[config.mk]
export PLATFORM = sky130hd
export DESIGN_NAME = wb_master_bridge
export DESIGN_NICKNAME = d
export VERILOG_FILES = /design/src/rtl/wb_master_bridge.sv
export SDC_FILE = /design/constraint.sdc
export NUM_CORES = 1
export LEC_CHECK = 0
export BUFFER_PORTS_ARGS = -buffer_cell sky130_fd_sc_hd__buf_2
export CAP_MARGIN = 20
export CORE_UTILIZATION = 25
export DETAILED_ROUTE_END_ITERATION = 12
export GPL_ROUTABILITY_DRIVEN = 0
export PLACE_DENSITY = 0.55
export REMOVE_ABC_BUFFERS = 1
export SLEW_MARGIN = 0
export SYNTH_ARGS = -nofsm -noshare
export SYNTH_HDL_FRONTEND = slang
export SYNTH_SLANG_ARGS = --single-unit
[constraint.sdc]
create_clock -name wb_clk_i -period 1.6 [get_ports wb_clk_i]
set_clock_uncertainty 0.15 [all_clocks]
set_input_delay 0.16 -clock wb_clk_i [delete_from_list [all_inputs] [get_ports wb_clk_i]]
set_output_delay 0.16 -clock wb_clk_i [all_outputs]
set_load 0.02 [all_outputs]
[src/rtl/wb_master_bridge.sv]
// wb_master_bridge
//   Wishbone B4 pipelined single-transfer initiator. It takes one command on a
//   valid/ready port, runs one stall-aware Wishbone cycle, and returns read
//   data and status on a valid/ready response port. Only one transfer can be
//   outstanding at a time.
//
//   Optional feature: define WBM_TIMEOUT_EN to add a watchdog. The watchdog
//   aborts a cycle that is not terminated within TIMEOUT_CYCLES cycles of stb
//   being asserted. Without it, the bridge waits indefinitely and
//   rsp_timeout_o is tied low.
//
// Ports
//   wb_clk_i, wb_rst_i      clock (rising edge), asynchronous active-low reset
//   cmd_*                   command port: valid/ready, we, byte address,
//                           write data, byte selects
//   rsp_*                   response port: valid/ready, read data,
//                           error flag, timeout flag
//   busy_o                  high whenever a transfer is in progress
//   wb_*_o / wb_*_i         Wishbone initiator interface (classic single
//                           transfers: cti = 3'b000, bte = 2'b00)
module wb_master_bridge #(
    parameter int ADDR_W         = 32,
    parameter int DATA_W         = 32,
    parameter int TIMEOUT_CYCLES = 256
) (
    input  logic                wb_clk_i,
    input  logic                wb_rst_i,
    input  logic                cmd_valid_i,
    output logic                cmd_ready_o,
    input  logic                cmd_we_i,
    input  logic [ADDR_W-1:0]   cmd_adr_i,
    input  logic [DATA_W-1:0]   cmd_dat_i,
    input  logic [DATA_W/8-1:0] cmd_sel_i,
    output logic                rsp_valid_o,
    input  logic                rsp_ready_i,
    output logic [DATA_W-1:0]   rsp_dat_o,
    output logic                rsp_err_o,
    output logic                rsp_timeout_o,
    output logic                busy_o,
    output logic [ADDR_W-1:0]   wb_adr_o,
    output logic [DATA_W-1:0]   wb_dat_o,
    output logic                wb_we_o,
    output logic [DATA_W/8-1:0] wb_sel_o,
    output logic                wb_stb_o,
    output logic                wb_cyc_o,
    output logic [2:0]          wb_cti_o,
    output logic [1:0]          wb_bte_o,
    input  logic [DATA_W-1:0]   wb_dat_i,
    input  logic                wb_ack_i,
    input  logic                wb_err_i,
    input  logic                wb_stall_i
);

    typedef enum logic [1:0] {IDLE, REQ, WAIT, RESP} state_t;

    state_t state_q, state_d;

    logic cmd_fire;
    logic in_cycle;
    logic wb_term;
    logic to_hit;
    logic terminate;
    logic rsp_fire;

    assign cmd_fire  = cmd_valid_i && (state_q == IDLE);
    assign in_cycle  = (state_q == REQ) || (state_q == WAIT);
    assign wb_term   = wb_ack_i || wb_err_i;
    assign terminate = in_cycle && (wb_term || to_hit);
    assign rsp_fire  = (state_q == RESP) && rsp_ready_i;

    assign wb_cti_o = 3'b000;
    assign wb_bte_o = 2'b00;

`ifdef WBM_TIMEOUT_EN
    localparam int CNT_W = $clog2(TIMEOUT_CYCLES + 1);
    localparam logic [CNT_W-1:0] TO_LAST = CNT_W'(TIMEOUT_CYCLES - 1);
    localparam logic [CNT_W-1:0] TO_MAX  = CNT_W'(TIMEOUT_CYCLES);

    logic [CNT_W-1:0] to_cnt_q;
    logic             rsp_to_q;

    // The last waiting cycle is the one where the count is about to reach
    // TIMEOUT_CYCLES. An ack/err arriving in that same cycle takes priority.
    assign to_hit = in_cycle && !wb_term && (to_cnt_q >= TO_LAST);

    // Watchdog counter: cleared when a command is accepted (entry to REQ).
    // It counts every unterminated cycle of the bus cycle and saturates.
    always_ff @(posedge wb_clk_i or negedge wb_rst_i) begin
        if (!wb_rst_i) begin
            to_cnt_q <= '0;
        end else if (cmd_fire) begin
            to_cnt_q <= '0;
        end else if (in_cycle && !wb_term && (to_cnt_q != TO_MAX)) begin
            to_cnt_q <= to_cnt_q + CNT_W'(1);
        end
    end

    // The timeout flag is captured alongside the other response fields.
    always_ff @(posedge wb_clk_i or negedge wb_rst_i) begin
        if (!wb_rst_i) begin
            rsp_to_q <= 1'b0;
        end else if (terminate) begin
            rsp_to_q <= to_hit;
        end else if (rsp_fire) begin
            rsp_to_q <= 1'b0;
        end
    end

    assign rsp_timeout_o = rsp_to_q;
`else
    // No watchdog in this build: a transfer waits for its slave indefinitely.
    assign to_hit        = 1'b0 & (TIMEOUT_CYCLES != 0);
    assign rsp_timeout_o = 1'b0;
`endif

    // State register. An asynchronous reset drops cyc/stb immediately,
    // because both are decoded from this register.
    always_ff @(posedge wb_clk_i or negedge wb_rst_i) begin
        if (!wb_rst_i) begin
            state_q <= IDLE;
        end else begin
            state_q <= state_d;
        end
    end

    // Next-state and output decode. stb is dropped as soon as the slave
    // accepts the request (stall low). cyc is held until ack/err, or until
    // the watchdog fires.
    always_comb begin
        state_d     = state_q;
        cmd_ready_o = 1'b0;
        wb_cyc_o    = 1'b0;
        wb_stb_o    = 1'b0;
        rsp_valid_o = 1'b0;
        busy_o      = 1'b1;
        case (state_q)
            IDLE: begin
                cmd_ready_o = 1'b1;
                busy_o      = 1'b0;
                if (cmd_valid_i) state_d = REQ;
            end
            REQ: begin
                wb_cyc_o = 1'b1;
                wb_stb_o = 1'b1;
                if (wb_term || to_hit) state_d = RESP;
                else if (!wb_stall_i)  state_d = WAIT;
            end
            WAIT: begin
                wb_cyc_o = 1'b1;
                if (wb_term || to_hit) state_d = RESP;
            end
            RESP: begin
                rsp_valid_o = 1'b1;
                if (rsp_ready_i) state_d = IDLE;
            end
            default: state_d = IDLE;
        endcase
    end

    // Request fields are latched on command acceptance and then held stable
    // for the whole bus cycle. Response fields are captured on termination.
    // err overrides ack, and read data is returned only for a clean read.
    always_ff @(posedge wb_clk_i or negedge wb_rst_i) begin
        if (!wb_rst_i) begin
            wb_we_o   <= 1'b0;
            wb_adr_o  <= '0;
            wb_dat_o  <= '0;
            wb_sel_o  <= '0;
            rsp_dat_o <= '0;
            rsp_err_o <= 1'b0;
        end else begin
            if (cmd_fire) begin
                wb_we_o  <= cmd_we_i;
                wb_adr_o <= cmd_adr_i;
                wb_dat_o <= cmd_dat_i;
                wb_sel_o <= cmd_sel_i;
            end
            if (terminate) begin
                rsp_err_o <= wb_err_i || to_hit;
                rsp_dat_o <= (wb_ack_i && !wb_err_i && !wb_we_o) ? wb_dat_i : '0;
            end else if (rsp_fire) begin
                rsp_err_o <= 1'b0;
                rsp_dat_o <= '0;
            end
        end
    end

endmodule

# After elaboration in Yosys (flattened, before gate mapping)
# Index checks and enable logic that the tools add are counted.
# W data, S select, Z words.
# word_totals
mem_bits_rw	0
rom_bits	0
latchBits	0
out_inout_bits	113
ff_bits	104
n_memories	0
inputBits	108
# op_classes
muxes	16
reduce_logical	13
bitwise_logic	0
n_addsub	0
mul	0
n_lt_le_gt_ge	0
shift	0
n_div	0
n_eq_ne	7
# ops
operator	n
$mux W32	3
$mux W2	5
$pmux W2 S4	1
$mux W1	7
$ne A2 B2 Y1 const B	3
$logic_and A1 B1 Y1	5
$eq A2 B2 Y1 const B	2
$reduce_and A4 Y1	1
$ne A3 B3 Y1 const B	1
$eq A2 B1 Y1 const B	1
$logic_not A1 Y1	2
$logic_not A2 Y1	1
$logic_or A1 B1 Y1	2
$reduce_bool A2 Y1	1
$reduce_or A2 Y1	1

# Depth between registers and ports, before layout
# depth
ltp_word	5
depth_mapped	6
depth_no_buf	5

# Worst setup path before layout
# No wires, ideal clock.
# synth_path
kind	register -> register
startpoint	register state_q[0]
endpoint	register wb_adr_o[21]
slack_ns	-0.258
arrival_time_ns	1.581
setup_time_ns	0.128
stages_incl_launch_ff	7
path_cell_list	dfrtp_1 > inv_1 > ha_1 > nand2_1 > buf_4 > buf_6 > mux2_1
# synth_via
elab_chain_len	2
# synth_lines
element	line_no	source
from (decl)	56	state_t state_q, state_d;
from (signal assigned)	122	state_q <= state_d;
$logic_not A2 Y1	65	assign cmd_fire = cmd_valid_i && (state_q == IDLE);
$logic_and A1 B1 Y1	65	
to (signal assigned)	174	wb_adr_o <= cmd_adr_i;
to (decl)	40	output logic [ADDR_W-1:0] wb_adr_o,
# No other way between the ends.
# A chain may end at the register's enable or synchronous reset.

# Worst setup path in the final report
# layout_path
startpoint	register state_q[0]
endpoint	output wb_cyc_o
# layout_via
elab_chain_len	3
word_cells_on_any_way	4
classes_between	eq/ne: 2; mux: 1; reduce/logical: 1
# layout_lines
element	line_no	source
$eq A2 B1 Y1 or $eq A2 B2 Y1 (tied branches)	136	case (state_q)
$reduce_or A2 Y1 (no source line) (*)	-	
$mux W1 (*)	136	
to (decl)	45	output logic wb_cyc_o,
# Every way passes the cells marked *; elsewhere a longest branch is shown, timed or not.

==> results.json <==
{
  "status": "complete, but fails checks",
  "violations": "negative setup slack",
  "rsz0062_at_grt": "true",
  "grt_pass1_vias": 3396,
  "drc": 0,
  "die_h_um": 128,
  "drv_cap": 0,
  "yosysMostFrequentCell": "dfrtp_1",
  "wl_per_cell_um": 13.3,
  "finalNetCount": 692,
  "grt_max_degree": 43,
  "synthFlopType": "dfrtp_1",
  "dpl.hpwl_mm": 6.90,
  "fp.dieW_um": 128,
  "io_pins": 221,
  "ys_async_sr_fraction_pct": 100,
  "viasPerCell": 4.12,
  "crit_path_frequent_cell": "buf_6",
  "grt_pass1_wl_mm": 16.3,
  "r2r-start": "state_q[0]",
  "core_area_um2": 15400,
  "crit_chain": "inv_2 > ha_4 > buf_6 > buf_6",
  "fin_cells": 796,
  "yosysSeqAreaShare_pct": 65.2,
  "clk-insertion-delay-late_ns": 0.34,
  "r2r_setup_slack_ns": -0.01,
  "reg2regPathDepth": 6,
  "cts_tree": "built",
  "clk_pin_slew_ns": 0.07,
  "synth.avg_cell_area_um2": 16.2,
  "synth-edff-count": 0,
  "first_pass_iters": 4,
  "critPathCaptureType": "output port",
  "area_growth_pct": 71.6,
  "synth.area.top_cells": "dfrtp_1 (65%), mux2_2 (17%), a22o_1 (7.2%), mux2_1 (3.1%), buf_4 (1.3%)",
  "hold_viol_final": 0,
  "yosysTopAreaCell": "dfrtp_1",
  "die-area_um2": 16500,
  "rows": 45,
  "cp_slowest_cell": "dfrtp_1",
  "cts_buffers": 9,
  "vias": 3277,
  "clock-sinks": 104,
  "antenna_found_initial": 0,
  "worst_slack_ns": -0.0149,
  "path_class": "flip-flop to output port",
  "critPathBufInv": 3,
  "worstPathArrival_ns": 1.30,
  "critPathLaunch": "state_q[0]",
  "syn_inst": 247,
  "max_stage_delay_ns": 0.39,
  "routed_wl_mm": 10.6,
  "yosys-top-cells-count": "dfrtp_1 (104), mux2_2 (60), a22o_1 (33)",
  "drtIter0Drc": 66,
  "finish.utilization_pct": 44.6,
  "rr_endpoint": "state_q[1]",
  "synth_top_area_share_pct": 65.2,
  "worst_setup_path_start_kind": "flip-flop",
  "root_buffer": "clkbuf_16",
  "crit_cells": 4,
  "critPathMaxFanout": 4,
  "hold_class": "primary input to flip-flop",
  "cp.required_ns": 1.29,
  "syn_area_um2": 3990,
  "portBuffers": 214,
  "final.period_utilization_pct": 101,
  "fin_setup_tns_ns": -0.0234,
  "drive_gt1_share_pct": 54.9,
  "power_density_nw_per_um2": 1900,
  "fin_crit_ns": 1.61,
  "ys_ff_latch": 104,
  "grt_overflow_total": 0,
  "gr-usage-all-layers_pct": 12.8,
  "ir_drop_uv": 785,
  "critPathCapture": "wb_cyc_o",
  "initial_utilization_pct": 26.0,
  "ant_nets": 0,
  "critPathTopFamily": "flip-flops",
  "htreeDepth": 3,
  "antenna_cells": 0,
  "dp_cells": 674,
  "power.leakage_nw": 3.40,
  "clock_path_buffers": 2,
  "setup_viol": 3,
  "ys_warn_count": 0,
  "drv_slew": 0,
  "synth_cell_type_count": 20,
  "power_mw": 13.0,
  "max_freq_mhz": 619
}
-- sequential cells by signal (all words and copies together) (netlist names) --
signal     flops
wb_we_o        1
rsp_err_o      1
state_q        2
wb_sel_o       4
rsp_dat_o     32
wb_dat_o      32
wb_adr_o      32
-- area by class of cell --
class                      count  area, um2
fill                        1400       8520
clock buffer                  10        229
clock inverter                 6       60.1
tap                          211        264
inverter                       3       13.8
sequential                   104       2600
timing repair buffer         336       2360
multi-input combinational    126       1320
-- power breakdown --
part	leakage, nW	internal [mW]	total [mW]	switching [mW]
Clock	0.138	1.20	2.13	0.926
Sequential	1.29	3.87	4.49	0.624
Combinational	1.98	2.92	6.41	3.50
Total	3.40	7.99	13.0	5.05
-- how the worst min path moves through the flow --
stage              from            to  slack [ns]  depth (start not counted)
3_5_place_dp   wb_rst_i   wb_adr_o[0]       -0.06                          1
4_1_cts        wb_ack_i    state_q[0]        0.11                          4
3_3_place_gp   wb_rst_i   wb_adr_o[0]       -0.05                          1
5_1_grt        wb_ack_i    state_q[0]        0.14                          4
6_report       wb_ack_i    state_q[0]        0.13                          4
2_1_floorplan  wb_rst_i  rsp_dat_o[0]       -0.29                          0
-- through the flow --
step                      hold WS [ns]  setup WS, ns  instance area, um2
final                            0.129       -0.0149                6850
after CTS                        0.107       -0.0208                6790
after global routing             0.143       -0.0627                6850
after global placement         -0.0543       -0.0537                5420
after detailed placement       -0.0583       -0.0799                5420
after floorplan                 -0.286         -1.42                3870
-- cells in the final DEF (no fill, tap or decap), drive strengths merged, types with 2 or more instances in the layout --
| cell | Yosys | final |
|---|---|---|
| a22o | 33 | 33 |
| buf | 19 | 233 |
| clkbuf | 0 | 10 |
| clkinv | 0 | 3 |
| clkinvlp | 0 | 2 |
| conb | 1 | 6 |
| dfrtp | 104 | 104 |
| dlygate4sd3 | 0 | 103 |
| ha | 4 | 4 |
| inv | 3 | 3 |
| mux2 | 71 | 71 |
| nand2 | 2 | 2 |
| o21ai | 2 | 2 |
-- worst register-to-register path, delay by kind of cell (launching register included) --
| kind | cells | cell delay (ns) |
|---|---|---|
| AO/OA/AOI/OAI | 2 | 0.29 |
| adder cells (fa/ha/maj) | 1 | 0.15 |
| multiplexers | 1 | 0.31 |
| buffers and inverters | 2 | 0.20 |
| flip-flops | 1 | 0.39 |
-- metal layers --
metal | share of wire (%) | wire length [um] | global-route usage, %
met1 | 40 | 4240 | 14.7
met2 | 52 | 5510 | 22.7
met3 | 6.9 | 725 | 4.16
met4 | 0.96 | 102 | 3.60
met5 | 0 | 0 | 0
-- logic make-up after synthesis --
| kind of cell | after synthesis | share of synthesized area, % |
|---|---|---|
| buf+inv | 22 | 3.73 |
| simple gates | 5 | 0.815 |
| fa+ha+maj | 4 | 1.25 |
| other cells | 1 | 0.0940 |
| compound gates | 40 | 8.87 |
| flops | 104 | 65.2 |
| mux | 71 | 20.0 |
-- what timing repair did --
action / 4_1_cts / 5_1_grt
cloned: 0 / 0
pin swaps: 1 / 1
hold endpoints to repair: 206 / 0
setup endpoints to repair: 107 / 87
resized for setup: 14 / 8
hold buffers: 103 / 0
buffers inserted: 1 / 2
Note: power is estimated with default switching activity, not from simulation.
